### src/rtl/regfile_mp.sv
// regfile_mp - multi-port general-purpose register file for the decode stage.
//
// NUM_RD combinational read ports, two write ports (0 = WB stage, 1 = second
// retiring slot), register 0 hardwired to zero. After reset a clear sequencer
// zeroes entries 1..DEPTH-1, one per cycle, so the array itself needs no reset
// and can map onto reset-less RAM.
//
// Optional build macro: REGFILE_FWD_EN enables same-cycle write-to-read
// forwarding (port 1 data has priority over port 0 data).
//
// Ports:
//   clk, rst                 clock, asynchronous active-high reset
//   we0/waddr0/wdata0        write port 0
//   we1/waddr1/wdata1        write port 1 (wins on same-address collision)
//   re      [NUM_RD]         per-port read enable
//   raddr   [NUM_RD*ADDR_W]  packed read addresses, port i at [i*ADDR_W +: ADDR_W]
//   rdata   [NUM_RD*DATA_W]  packed read data, port i at [i*DATA_W +: DATA_W]
//   ready                    high once the clear sweep is complete
//   wr_drop                  one-cycle pulse: nonzero-address write discarded during sweep
module regfile_mp #(
    parameter int DATA_W = 32,
    parameter int ADDR_W = 5,
    parameter int NUM_RD = 2
) (
    input  logic                     clk,
    input  logic                     rst,
    input  logic                     we0,
    input  logic [ADDR_W-1:0]        waddr0,
    input  logic [DATA_W-1:0]        wdata0,
    input  logic                     we1,
    input  logic [ADDR_W-1:0]        waddr1,
    input  logic [DATA_W-1:0]        wdata1,
    input  logic [NUM_RD-1:0]        re,
    input  logic [NUM_RD*ADDR_W-1:0] raddr,
    output logic [NUM_RD*DATA_W-1:0] rdata,
    output logic                     ready,
    output logic                     wr_drop
);

    localparam int DEPTH = 2 ** ADDR_W;
    localparam logic [ADDR_W-1:0] LAST_IDX = {ADDR_W{1'b1}};

    typedef enum logic {
        INIT,
        RUN
    } state_t;

    state_t             state_q, state_d;
    logic [ADDR_W-1:0]  idx_q, idx_d;
    logic               wr_drop_q, wr_drop_d;

    // Entry 0 is never written; reads of address 0 are forced to zero below.
    logic [DATA_W-1:0]  regs [DEPTH];

    logic wr_req0, wr_req1;
    logic wr0_en, wr1_en;

    // A "qualified" request is an enabled write to a nonzero address; writes to
    // address 0 vanish silently and never count as drops.
    assign wr_req0 = we0 && (waddr0 != '0);
    assign wr_req1 = we1 && (waddr1 != '0);

    // Port 1 wins a same-address collision, so port 0 is suppressed there.
    assign wr0_en = (state_q == RUN) && wr_req0 && !(wr_req1 && (waddr1 == waddr0));
    assign wr1_en = (state_q == RUN) && wr_req1;

    always_comb begin
        state_d   = state_q;
        idx_d     = idx_q;
        wr_drop_d = 1'b0;
        case (state_q)
            INIT: begin
                idx_d     = idx_q + 1'b1;
                wr_drop_d = wr_req0 || wr_req1;
                if (idx_q == LAST_IDX) begin
                    state_d = RUN;
                end
            end
            RUN: begin
                state_d = RUN;
            end
            default: begin
                state_d = INIT;
            end
        endcase
    end

    always_ff @(posedge clk or posedge rst) begin
        if (rst) begin
            state_q   <= INIT;
            idx_q     <= {{(ADDR_W-1){1'b0}}, 1'b1};
            wr_drop_q <= 1'b0;
        end else begin
            state_q   <= state_d;
            idx_q     <= idx_d;
            wr_drop_q <= wr_drop_d;
        end
    end

    // Reset-less storage: the sweep provides the initial zeroes.
    always_ff @(posedge clk) begin
        if (state_q == INIT) begin
            regs[idx_q] <= '0;
        end else begin
            if (wr0_en) begin
                regs[waddr0] <= wdata0;
            end
            if (wr1_en) begin
                regs[waddr1] <= wdata1;
            end
        end
    end

    assign ready   = (state_q == RUN);
    assign wr_drop = wr_drop_q;

    genvar gi;
    generate
        for (gi = 0; gi < NUM_RD; gi++) begin : g_rd
            logic [ADDR_W-1:0] ra;
            logic [DATA_W-1:0] rd;

            assign ra = raddr[gi*ADDR_W +: ADDR_W];

            always_comb begin
                rd = '0;
                if (!rst && ready && re[gi] && (ra != '0)) begin
                    rd = regs[ra];
`ifdef REGFILE_FWD_EN
                    if (we1 && (waddr1 == ra)) begin
                        rd = wdata1;
                    end else if (we0 && (waddr0 == ra)) begin
                        rd = wdata0;
                    end
`endif
                end
            end

            assign rdata[gi*DATA_W +: DATA_W] = rd;
        end
    endgenerate

endmodule

### config.mk
export PLATFORM = sky130hd
export DESIGN_NAME = regfile_mp
export DESIGN_NICKNAME = d
export VERILOG_FILES = /design/src/rtl/regfile_mp.sv
export SDC_FILE = /design/constraint.sdc
export NUM_CORES = 2
export LEC_CHECK = 0
export CORE_UTILIZATION = 40
export CTS_CLUSTER_SIZE = 16
export DETAILED_ROUTE_END_ITERATION = 10
export PLACE_DENSITY = 0.58
export SETUP_SLACK_MARGIN = 0.05
export SYNTH_ARGS = -nofsm -noshare
export SYNTH_HDL_FRONTEND = slang
export SYNTH_SLANG_ARGS = --single-unit
### constraint.sdc
create_clock -name clk -period 5.55 [get_ports clk]
set_clock_uncertainty 0.2 [all_clocks]
set_input_delay 1.11 -clock clk [delete_from_list [all_inputs] [get_ports clk]]
set_output_delay 1.11 -clock clk [all_outputs]
set_load 0.01 [all_outputs]
* Word level (Yosys, flattened, before mapping)
Memories as Yosys holds them, arrays and structs flattened.
Index checks and enable logic that the tools add are counted.
** Word-level totals
- Register bits after elaboration :: 7
- Memory bits (writable) :: 1024
- Bits of input ports :: 90
- Output and inout bits :: 66
- Memories :: 1
** Memories
- regs :: depth 32, bits a word 32, read ports 2, clocked after memory_dff 0, write ports 2, line 53 : logic [DATA_W-1:0] regs [DEPTH];
** Operators by class
- Add/sub/neg operators :: 1
- Equality and inequality tests :: 2
- Muxes and demuxes :: 15
- Bitwise logic cells :: 1
- Reductions and logical operators :: 19
** Operator list (number)
- 2-to-1 mux 32 bit :: 3
- OR reduction 32 bit :: 1
- nonzero test 5 bit :: 4
- logical AND 1 bit :: 11
- 2-to-1 mux 1 bit :: 10
- adder 5 x 1 -> 5 bit, second input constant :: 1
- == test 5 bit :: 1
- == test 5 bit, second input constant :: 1
- 2-to-1 mux 5 bit :: 1
- logical NOT 1 bit :: 2
- case mux 1 bit (2 select lines) :: 1
- logical OR 1 bit :: 1
- inverter 1 bit :: 1

* Logic depth before layout (Yosys ltp)
- Word-level depth :: 10
- Depth in mapped cells :: 8
- Mapped depth without buffers :: 4

* Worst setup path after synthesis
Ideal clock, no wire load.
- Kind :: input port to flip-flop
- From :: input waddr1[4]
- To :: memory regs[5][0], enable pin
- Setup time :: 0.470 ns
- Data arrival time :: 4.775 ns
- Setup slack :: 0.105 ns
- Stages on the path :: 8
- Path buffers :: 4
- Cell sequence :: clkbuf_2 > nor2_1 > a2111o_1 > buf_4 > buf_6 > o21ai_2 > buf_4 > o31ai_1
** RTL lines
- start, declared :: line 31 : input logic [ADDR_W-1:0] waddr1,
- end, declared :: line 53

* Final worst setup path
- From :: input raddr[3]
- To :: output rdata[13]
** Between the ends
- Cells in the longest elaborated chain, start to end :: 3
- Elaborated cells on any way between the ends :: 4
- Classes of those cells :: 1 x mux; 2 x reduce/logical; 1 x memory
** Ends and longest elaborated chain
- start, declared :: line 34 : input logic [NUM_RD*ADDR_W-1:0] raddr,
- parallel branches: the longest is 2 deep, another holds memory read (32 x 32 bit)
- 2-to-1 mux 32 bit * :: line 127 : if (!rst && ready && re[gi] && (ra != '0)) begin
- end, declared :: line 35 : output logic [NUM_RD*DATA_W-1:0] rdata,
Every way passes the cells marked *.

==> results.md <==
* Result of the run: finished, violations left
* Violations in the final reports: negative setup slack
* Number of distinct library cells after synthesis at 53
* Die Outline Area at 151000 sq um
* Grt ovf at 0
* Floorplan Core Area at 148000 sq um
* Final-report setup violation count at 1
* Setup Fix Bufs, Post-CTS at 0
* Final critical-path share of the clock period at 100%
* FFs w/ async S/R, synth at 0.679%
* Switching power summed over all nets at 4.67 mW
* Reg clk slew, reported paths at 0.05 ns
* Number of antenna violations at the first check in global routing at 11
* Commonest non-fill, non-tap cell in the layout: sky130_fd_sc_hd__edfxtp_1
* Setup repair after global routing missed its margin: false
* Leading register cell type out of synthesis: sky130_fd_sc_hd__edfxtp_1
* Cell area after synthesis at 59800 sq um
* Buffer depth of the longest clock path at 3
* Simple-gate share of the synthesized area at 8.42%
* CTS tree: built
* Fmax achieved at 180 MHz
* Number of H-tree branching levels at 3
* Met2 track utilization from global routing at 44.1%
* Slew margin rel. at 10.9%
* Comb power frac at 11.8%
* Clock latency on the worst-skew pair at 0.74 ns
* Die Span X at 389 um
* Initial core utilization at 40.4%
* Nets in the synthesized netlist at 4935
* Seq cells post-synth at 1031
* Met1 layer usage reported by global route at 43.6%
* Last weighted congestion value of the routability-driven placer at 0.866
* Layer carrying the most global-route usage: met2
* Antenna-violating nets left at 0
* Final Slew Violations at 0
* Overall routed net length at 231000 um
* Pin count of the biggest net entering global routing at 65
* Main combinational cell family by area after synthesis: multiplexers
* Fraction of layout cells with a size suffix above 1 at 25.1%
* Startpoint-to-endpoint class of the critical path: input port to output port
* Routed len/inst at 34.1 um
* Vias in the first global route at 42400
* Measured slew at the worst slew-check pin at 1.33 ns
* Number of enable flip-flop cells after synthesis at 1024
* Post-route DRC violation count at 0
* Post-Place Worst Slack at -0.347 ns
* Kind of end point of the critical path: output port
* Data arrival time of the critical path at 4.24 ns
* Site Rows at 141
* Starting DRT DRC Count at 7752
* Worst vdd ir at 0.000234 V
* Mux cell area share after synthesis at 21.8%
* Global-route usage over all layers at 30.4%
* Final critical-path required period at 5.55 ns
* Wire length of the first global-routing pass at 324000 um
* CP required at 4.24 ns
* First-pass detailed-route iteration total at 9
* Count of yosys warnings during synthesis at 0
* Number of buffers created by CTS at 112
* Minimum setup slack in the final design at -0.00350 ns
* Sequential fraction of the synthesis area at 51.7%
* Final-report hold violation count at 0
* Number of clock sinks at 1031
* Cell Pwr Density at 268 nW/um^2
* Met3 Resource Use GR at 6.86%
* Number of nets in the finished design at 4862
* Synthesized instance count at 4843
* Share of total power consumed by net switching at 25.6%
* Die height at 389 um
* Clk Tree Root Cell: sky130_fd_sc_hd__clkbuf_16
* Number of vias per cell at 6.61
* Synth-to-Final Area Change at 13.6%
* Total half-perimeter wirelength after legalization and detailed placement at 131000 um
* Worst-path fanout max at 18
* Average cell area after synthesis at 12.3 sq um
* Cell internal power dissipation at 13.6 mW
* Number of buffer cells added on primary ports at 155
* Sequential group share of total power at 47.4%
* Share of the synthesized area in compound gates (AO/OA/AOI/OAI) at 12.2%
* Launching element type of the critical path: input port
* Hold WS at 0.333 ns
* Boundary pin count at 156
* Total of max-cap violations at 0
* Clk pwr share at 40.8%
* Type of the most critical hold path: register to register
* Static leakage at 22.5 nW
* Post-Synth XOR/XNOR Area at 0.117%
* Adder-cell share of the synthesized area at 0.0418%
* Most frequent cells in the layout: sky130_fd_sc_hd__edfxtp_1 (1024), sky130_fd_sc_hd__nand2_1 (999), sky130_fd_sc_hd__o21ai_0 (951), sky130_fd_sc_hd__mux4_2 (512), sky130_fd_sc_hd__buf_4 (207)
* Vias after detailed routing at 44900
## sequential cells by signal, summed over array words and instances (netlist names)
name     count
idx_q        5
regs      1024
wr_drop      1
ready        1
## synthesized netlist by cell type, types with 2 or more instances
master | number | share of area (%)
sky130_fd_sc_hd__or3b_2 | 4 | 0.059
sky130_fd_sc_hd__or3_1 | 2 | 0.021
sky130_fd_sc_hd__mux2i_1 | 6 | 0.10
sky130_fd_sc_hd__edfxtp_1 | 1024 | 51
sky130_fd_sc_hd__xor2_1 | 2 | 0.029
sky130_fd_sc_hd__inv_1 | 36 | 0.23
sky130_fd_sc_hd__mux4_2 | 512 | 19
sky130_fd_sc_hd__or2_2 | 4 | 0.042
sky130_fd_sc_hd__buf_2 | 120 | 1.0
sky130_fd_sc_hd__ha_1 | 2 | 0.042
sky130_fd_sc_hd__dfrtp_1 | 6 | 0.25
sky130_fd_sc_hd__o21ai_0 | 959 | 8.0
sky130_fd_sc_hd__o211ai_4 | 20 | 0.71
sky130_fd_sc_hd__o21ai_1 | 41 | 0.34
sky130_fd_sc_hd__a21oi_1 | 33 | 0.28
sky130_fd_sc_hd__nand2b_1 | 6 | 0.063
sky130_fd_sc_hd__o211ai_2 | 12 | 0.25
sky130_fd_sc_hd__buf_1 | 23 | 0.14
sky130_fd_sc_hd__mux2_2 | 129 | 2.4
sky130_fd_sc_hd__clkbuf_1 | 350 | 2.2
sky130_fd_sc_hd__o22ai_1 | 124 | 1.3
sky130_fd_sc_hd__o211ai_1 | 2 | 0.025
sky130_fd_sc_hd__xnor2_1 | 6 | 0.088
sky130_fd_sc_hd__nand3b_1 | 7 | 0.088
sky130_fd_sc_hd__nand3_1 | 3 | 0.025
sky130_fd_sc_hd__a211oi_1 | 62 | 0.78
sky130_fd_sc_hd__nor3_1 | 32 | 0.27
sky130_fd_sc_hd__nand2_1 | 1002 | 6.3
sky130_fd_sc_hd__a2111oi_2 | 3 | 0.075
sky130_fd_sc_hd__buf_6 | 74 | 1.4
sky130_fd_sc_hd__and3_1 | 2 | 0.021
sky130_fd_sc_hd__and3b_1 | 3 | 0.044
sky130_fd_sc_hd__o31ai_1 | 24 | 0.30
sky130_fd_sc_hd__nor3b_1 | 6 | 0.075
sky130_fd_sc_hd__buf_4 | 56 | 0.70
sky130_fd_sc_hd__nor4_1 | 62 | 0.65
sky130_fd_sc_hd__nor2b_1 | 63 | 0.66
sky130_fd_sc_hd__nor2_1 | 6 | 0.038
## path summary, 6_finish.rpt
| kind | slack (ns) | cells past startpoint | to | startpoint |
|---|---|---|---|---|
| worst max-delay path | -0.004 | 8 | rdata[13] | raddr[3] |
| worst min-delay path | 0.33 | 1 | idx_q[0] | idx_q[0] |
| worst max register to register | 1.75 | 6 | regs[23][28] | ready |
| worst min register to register | 0.33 | 1 | idx_q[0] | idx_q[0] |
| max in group asynchronous | 3.88 | 2 | idx_q[3] | rst |
| min in group asynchronous | 0.86 | 2 | ready | rst |
## logic make-up (layout without fill, tap and decap cells)
| group | after synthesis | after routing |
|---|---|---|
| fa+ha+maj | 2 | 2 |
| other cells | 0 | 3 |
| mux | 647 | 647 |
| simple gates | 1207 | 1207 |
| flops | 1031 | 1031 |
| xor+xnor | 8 | 8 |
| compound gates | 1288 | 1288 |
| buf+inv | 660 | 682 |
## critical path, cell delays in order
cell	delay, ns
sky130_fd_sc_hd__clkdlybuf4s50_1	0.83
sky130_fd_sc_hd__or2_2	0.26
sky130_fd_sc_hd__buf_12	0.19
sky130_fd_sc_hd__buf_4	0.26
sky130_fd_sc_hd__o22ai_1	0.19
sky130_fd_sc_hd__nor4_1	0.63
sky130_fd_sc_hd__buf_4	0.21
sky130_fd_sc_hd__clkdlybuf4s50_1	0.53
## routing by layer
layer | vias to the layer above | wire length (um)
li1 | 18300 | -
met1 | 22500 | 88700
met2 | 3510 | 100000
met3 | 563 | 32500
met4 | 10 | 10200
met5 | - | 79
## through the flow
stage                     power [mW]  cell area (sq um)  utilization [%]  setup TNS (ns)  cells
final                           18.2              67900             45.9        -0.00350   6798
after global routing            18.6              67900             45.9               0   6795
after CTS                       18.2              67800             45.8               0   6795
after detailed placement        10.9              64200             43.4           -1.66   6586
after global placement          10.9              64200             43.4           -1.67   6586
after floorplan                 10.1              59800                -               0   4843
## power groups by stage
stage	sequential, mW	combinational (mW)	clock (mW)
after floorplan	8.81	1.28	0
after global placement	8.81	2.08	0
after detailed placement	8.81	2.10	0
after CTS	8.64	2.11	7.45
after global routing	8.64	2.25	7.72
final	8.64	2.15	7.43
## cell type report
type | count | area [sq um]
clock buffers | 141 | 2930
multi-input cells | 3152 | 26300
inverters | 36 | 135
clock inverters | 68 | 586
diodes | 3 | 7.51
repair buffers | 437 | 4640
well taps | 1930 | 2410
flip-flops and latches | 1031 | 30900
fillers | 12900 | 80100
## timing repair
action | in CTS | in global routing
hold buffers | 0 | 0
cloned | 0 | 0
endpoints found under the setup margin | 15 | 15
pin swaps | 0 | 1
resized for setup | 14 | 13
Note: power is estimated with default switching activity, not from simulation.
